--- src/rtl/uart_imem_loader.sv ---
// Assembles little-endian instruction words from UART bytes and writes them to instruction memory.
// Optional inter-byte timeout is enabled by defining LOADER_TIMEOUT_EN.
module uart_imem_loader #(
  parameter int unsigned WORD_BYTES     = 4,
  parameter int unsigned ADDR_W         = 8,
  parameter int unsigned END_WORDS      = 2,
  parameter int unsigned TIMEOUT_CYCLES = 65535
) (
  input  logic                    clk,
  input  logic                    resetn,
  input  logic                    load_en,
  input  logic                    rx_valid,
  input  logic [7:0]              rx_data,
  input  logic                    rx_break,
  output logic                    mem_we,
  output logic [ADDR_W-1:0]       mem_addr,
  output logic [8*WORD_BYTES-1:0] mem_wdata,
  output logic                    write_done,
  output logic                    full,
  output logic                    busy
);

  localparam int unsigned WordW = 8 * WORD_BYTES;
  localparam logic [ADDR_W-1:0] AddrOne = 1;

  typedef enum logic [1:0] {StIdle, StAssemble, StWrite, StDone} state_e;

  state_e            state_q;
  logic [ADDR_W-1:0] addr_q;
  logic [3:0]        idx_q;
  logic [3:0]        sent_q;
  logic [WordW-1:0]  word_q;
  logic              mem_we_q;
  logic [ADDR_W-1:0] mem_addr_q;
  logic [WordW-1:0]  mem_wdata_q;
  logic              write_done_q;
  logic              full_q;
  logic              busy_q;
`ifdef LOADER_TIMEOUT_EN
  logic [31:0]       tmo_q;
`endif

  logic [WordW-1:0] word_ins;
  logic [WordW-1:0] word_b0;
  logic             last_byte;
  logic [3:0]       sent_d;
  logic             addr_last;
  logic             wr_end;
  logic             byte_ok;

  always_comb begin
    word_ins = word_q;
    for (int unsigned b = 0; b < WORD_BYTES; b++) begin
      if (idx_q == b[3:0]) word_ins[8*b +: 8] = rx_data;
    end
    word_b0       = word_q;
    word_b0[7:0]  = rx_data;
    last_byte     = (idx_q == 4'(WORD_BYTES - 1));
    // mem_wdata_q/mem_addr_q hold the word being written while in StWrite
    sent_d        = (&mem_wdata_q) ? sent_q + 4'd1 : 4'd0;
    addr_last     = &mem_addr_q;
    wr_end        = (sent_d == 4'(END_WORDS)) || addr_last;
    byte_ok       = rx_valid && !rx_break;
  end

  always_ff @(posedge clk or negedge resetn) begin
    if (!resetn) begin
      state_q      <= StIdle;
      addr_q       <= '0;
      idx_q        <= '0;
      sent_q       <= '0;
      word_q       <= '0;
      mem_we_q     <= 1'b0;
      mem_addr_q   <= '0;
      mem_wdata_q  <= '0;
      write_done_q <= 1'b0;
      full_q       <= 1'b0;
      busy_q       <= 1'b0;
`ifdef LOADER_TIMEOUT_EN
      tmo_q        <= '0;
`endif
    end else begin
      mem_we_q <= 1'b0;
      unique case (state_q)
        StIdle: begin
          if (load_en) begin
            state_q <= StAssemble;
            addr_q  <= '0;
            idx_q   <= '0;
            sent_q  <= '0;
            full_q  <= 1'b0;
            busy_q  <= 1'b1;
`ifdef LOADER_TIMEOUT_EN
            tmo_q   <= '0;
`endif
          end
        end
        StAssemble: begin
          if (!load_en) begin
            state_q <= StIdle;
            busy_q  <= 1'b0;
            idx_q   <= '0;
          end else if (rx_break) begin
            idx_q <= '0;
`ifdef LOADER_TIMEOUT_EN
            tmo_q <= '0;
`endif
          end else if (rx_valid) begin
            word_q <= word_ins;
`ifdef LOADER_TIMEOUT_EN
            tmo_q  <= '0;
`endif
            if (last_byte) begin
              state_q     <= StWrite;
              mem_we_q    <= 1'b1;
              mem_addr_q  <= addr_q;
              mem_wdata_q <= word_ins;
              idx_q       <= '0;
            end else begin
              idx_q <= idx_q + 4'd1;
            end
          end
`ifdef LOADER_TIMEOUT_EN
          else if (idx_q != 4'd0) begin
            if (tmo_q == TIMEOUT_CYCLES - 1) begin
              idx_q <= '0;
              tmo_q <= '0;
            end else begin
              tmo_q <= tmo_q + 32'd1;
            end
          end
`endif
        end
        StWrite: begin
          addr_q <= addr_q + AddrOne;
          sent_q <= sent_d;
          if (!load_en) begin
            state_q <= StIdle;
            busy_q  <= 1'b0;
            idx_q   <= '0;
          end else if (wr_end) begin
            state_q      <= StDone;
            write_done_q <= 1'b1;
            full_q       <= addr_last;
            busy_q       <= 1'b0;
          end else if (byte_ok) begin
            // A byte arriving during the write opens the next word
            word_q <= word_b0;
`ifdef LOADER_TIMEOUT_EN
            tmo_q  <= '0;
`endif
            if (WORD_BYTES == 1) begin
              mem_we_q    <= 1'b1;
              mem_addr_q  <= addr_q + AddrOne;
              mem_wdata_q <= word_b0;
              idx_q       <= '0;
            end else begin
              state_q <= StAssemble;
              idx_q   <= 4'd1;
            end
          end else begin
            state_q <= StAssemble;
          end
        end
        StDone: begin
          if (!load_en) begin
            state_q      <= StIdle;
            write_done_q <= 1'b0;
            full_q       <= 1'b0;
          end
        end
        default: state_q <= StIdle;
      endcase
    end
  end

  assign mem_we     = mem_we_q;
  assign mem_addr   = mem_addr_q;
  assign mem_wdata  = mem_wdata_q;
  assign write_done = write_done_q;
  assign full       = full_q;
  assign busy       = busy_q;

endmodule

--- config.mk ---
export PLATFORM = sky130hd
export DESIGN_NAME = uart_imem_loader
export DESIGN_NICKNAME = d
export VERILOG_FILES = /design/src/rtl/uart_imem_loader.sv
export SDC_FILE = /design/constraint.sdc
export NUM_CORES = 1
export LEC_CHECK = 0
export ABC_AREA = 1
export CAP_MARGIN = 20
export CORE_MARGIN = 2
export CORE_UTILIZATION = 35
export DETAILED_ROUTE_END_ITERATION = 10
export SLEW_MARGIN = 40
export SYNTH_ARGS = -nofsm -noshare
export SYNTH_HDL_FRONTEND = slang
export SYNTH_SLANG_ARGS = --single-unit
--- constraint.sdc ---
create_clock -name clk -period 1.7 [get_ports clk]
set_input_delay 0.34 -clock clk [delete_from_list [all_inputs] [get_ports clk]]
set_output_delay 0.34 -clock clk [all_outputs]
set_load 0.02 [all_outputs]
==> results.cfg <==
[status]
status = completed

[sta]
fmax_mhz = 594.6
setup_viol = 0
relSlewSlack_pct = 74.68
clock_skew_ns = 0.005121
fin_crit_sh_pct = 98.93
min_period_ns = 1.682
worst_pin_slew_ns = 0.3758
drv_slew = 0
rsz0062_at_grt = yes
finalHoldViolCount = 0
setup_ws_ns = 0.01816

[final_layout]
diodes = 0
layout-drive-gt1-share_pct = 22.78
final_design_area_no_fill_um2 = 6372
final_util_pct = 50.50
syn_to_final_growth_pct = 40.57
fin_cells = 848
num-nets-final = 695

[logic_synthesis]
yosys.area_share.xor_xnor_pct = 0.7728
synth_compound_area_share_pct = 18.33
synth_area_per_cell_um2 = 8.257
synthTopCellsByArea = dfrtp_1 (52%), o21ai_0 (11%), nand2_1 (11%)
synth_common_cells = nand2_1 (133), o21ai_0 (103), dfrtp_1 (94)
synth-edff-count = 0
syn-cell-area_um2 = 4533
yosysWarnings = 0
yosys.area_share.simple_pct = 19.82
synth_flop_cell = dfrtp_1
synth.top_cell.area_share_pct = 51.89
synth_mux_area_share_pct = 0
synth.most_common_cell = nand2_1
synthAdderAreaFrac_pct = 3.036
synth_nets = 573
synth-seq-cells = 94
synth-seq-area-share_pct = 51.89
synth_cells = 549
async_flop_share_pct = 100.0
synth_top_family_by_area = simple AND/OR/NAND/NOR gates
yosysUniqueCellTypes = 31
yosys.area.top_type = dfrtp_1

[setup_path]
crit_buf_inv = 1
r2r_cells = 13
cp_top_family = simple AND/OR/NAND/NOR gates
critPathCapture = word_q[2]
worstPathCellList = nand2_1 -> nor2_2 -> nand2_2 -> inv_2 -> nand2_2 -> nor2_4 -> o21ai_2 -> nand2_2 -> nand2_4 -> nand2_8 -> nand2_8 -> nand2_2 -> o21ai_2
cp_max_fo = 8
crit_path_top_delay_cell = dfrtp_1
regToRegEndpoint = word_q[2]
crit_top_cell = nand2_2
crit_path_end_kind = flop
r2r_slack_ns = 0.02
critPathArrivalTime_ns = 1.91
worstSetupPathType = flop to flop
reg2reg_from = mem_wdata[13]
required_ns = 1.93
critPathLaunch = mem_wdata[13]
cp.depth = 13
startpoint_type = flop
max_stage_delay_ns = 0.38

[routing]
vias = 4145
drt_wl_total_um = 11780
drt_iter0_drc = 326
ant_nets = 0
wl_per_cell_um = 13.89
firstDrtPassIters = 4
drc_errors = 0
routed_via_density = 4.888

[pwr]
power_w = 0.007030
pwr-share-clk_pct = 27.1
p_leak_nw = 3.240
pwr-share-comb_pct = 34.8
sequentialPowerShare_pct = 38.1
p_per_area_nw_per_um2 = 1103
internal-power_w = 0.004589
switching_share_pct = 34.72
irDropWorstVdd_v = 0.0005418
p_switching_w = 0.002441

[grt]
antenna_found_initial = 0
grt_pass1_wl_um = 19620
grt_max_degree = 55
grt_pass1_vias = 4159
grt_overflow_total = 0
grt_use_total_pct = 17.36

[place]
dp_slack_ns = -0.2712
dp_cells = 818
place.gp.congestion = 0.8306
port-buffer-count = 56
dp_hpwl_um = 8107
placed_cell_area_um2 = 5752

[die]
fp-row-count = 41
die_area_um2 = 13880
fp.coreArea_um2 = 12620
die_h_um = 117.8
pin_count = 57
die_x_um = 117.8
initial_core_util_pct = 35.92

[hold_path]
hold_path_class = primary input to async pin

[clock_network]
tritoncts = yes
cts_root_buffer = clkbuf_16
h-tree-depth = 3
clockBufferDepth = 2
clock_sinks = 94
insertion_delay_ns = 0.34
cts_buffers = 9
path_clk_slew_ns = 0.07

[flow_run]
drv_cap = 0
[placed cells by master (no fill, tap or decap), types with 3 or more instances in the layout]
cell type        count
nand4_1              7
xor2_1               3
nand2_1            116
clkdlybuf4s50_1     24
nor2_4               3
o21ai_1              8
o21ai_0             97
clkbuf_16            9
dlymetal6s2s_1      12
dfrtp_1             94
nand3_2              3
nand2_4              7
o21ai_2             10
inv_2                5
buf_12               6
nor2_1              42
nand2_8              3
buf_4               70
nor2_2               8
ha_1                 9
nand2_2             14
inv_1               40
nand3_1              6
nor3_2               3
a21oi_1             32
dlygate4sd2_1       19
[routing by layer]
metal  up-vias  global-route usage [%]  wire length (µm)
met5         -                       0                 0
met4         0                   6.175               150
met3        12                   2.665               371
met2        75                   29.47              5799
met1      2012                   22.52              5457
li1       2046                       -                 -
[logic make-up after synthesis]
group / count (synthesis)
buffers and inverters: 68
xor gates and xnor gates: 4
AOI/OAI and AO/OA: 155
adders and majority gates: 11
DFF: 94
and+or+nand+nor: 217
[power groups by stage]
stage / registers (W) / logic [W] / clock network (W)
global placement: 0.00267 / 0.00206 / 0
global route: 0.00271 / 0.00272 / 0.00205
floorplan: 0.00268 / 0.00118 / 0
finish: 0.00268 / 0.00245 / 0.00190
detailed placement: 0.00268 / 0.00212 / 0
CTS: 0.00264 / 0.00218 / 0.00196
[final cells by class]
class	count	area, µm²
Tap cell	172	215.2
Fill cell	1208	6247
Clock buffer	11	242.7
Clock inverter	5	33.78
Multi-Input combinational cell	388	2136
Timing Repair Buffer	133	1224
Inverter	45	168.9
Sequential cell	94	2352
[worst min path at each step]
stage	endpoint	start	depth (start not counted)	slack, ns
after floorplan	addr_q[0]	resetn	0	0.04
after global placement	mem_wdata[19]	resetn	1	0.25
after detailed placement	mem_wdata[20]	resetn	1	0.25
after CTS	mem_wdata[20]	resetn	2	0.43
after global routing	mem_wdata[20]	resetn	2	0.47
final	mem_wdata[19]	resetn	2	0.42
[through the flow]
step,hold WS [ns],TNS [ns]
after CTS,0.4263,0
final,0.4239,0
after detailed placement,0.2544,-9.494
after floorplan,0.04441,0
after global placement,0.2510,-8.901
after global routing,0.4650,-2.356
[flip-flops by register name, indices dropped and copies added (netlist names)]
signal / count
full: 1
state_q: 2
sent_q: 4
busy: 1
mem_wdata: 32
mem_addr: 8
write_done: 1
addr_q: 8
idx_q: 4
word_q: 32
mem_we: 1
[what timing repair did]
action / 4_1_cts / 5_1_grt
hold endpoints to repair: 17 / 0
gates resized for setup: 26 / 68
setup endpoints to repair: 34 / 98
hold buffers: 1 / 0
buffers inserted: 1 / 11
cloned: 0 / 1
pin swaps: 0 / 23
Power figures use the tool's default switching activity.
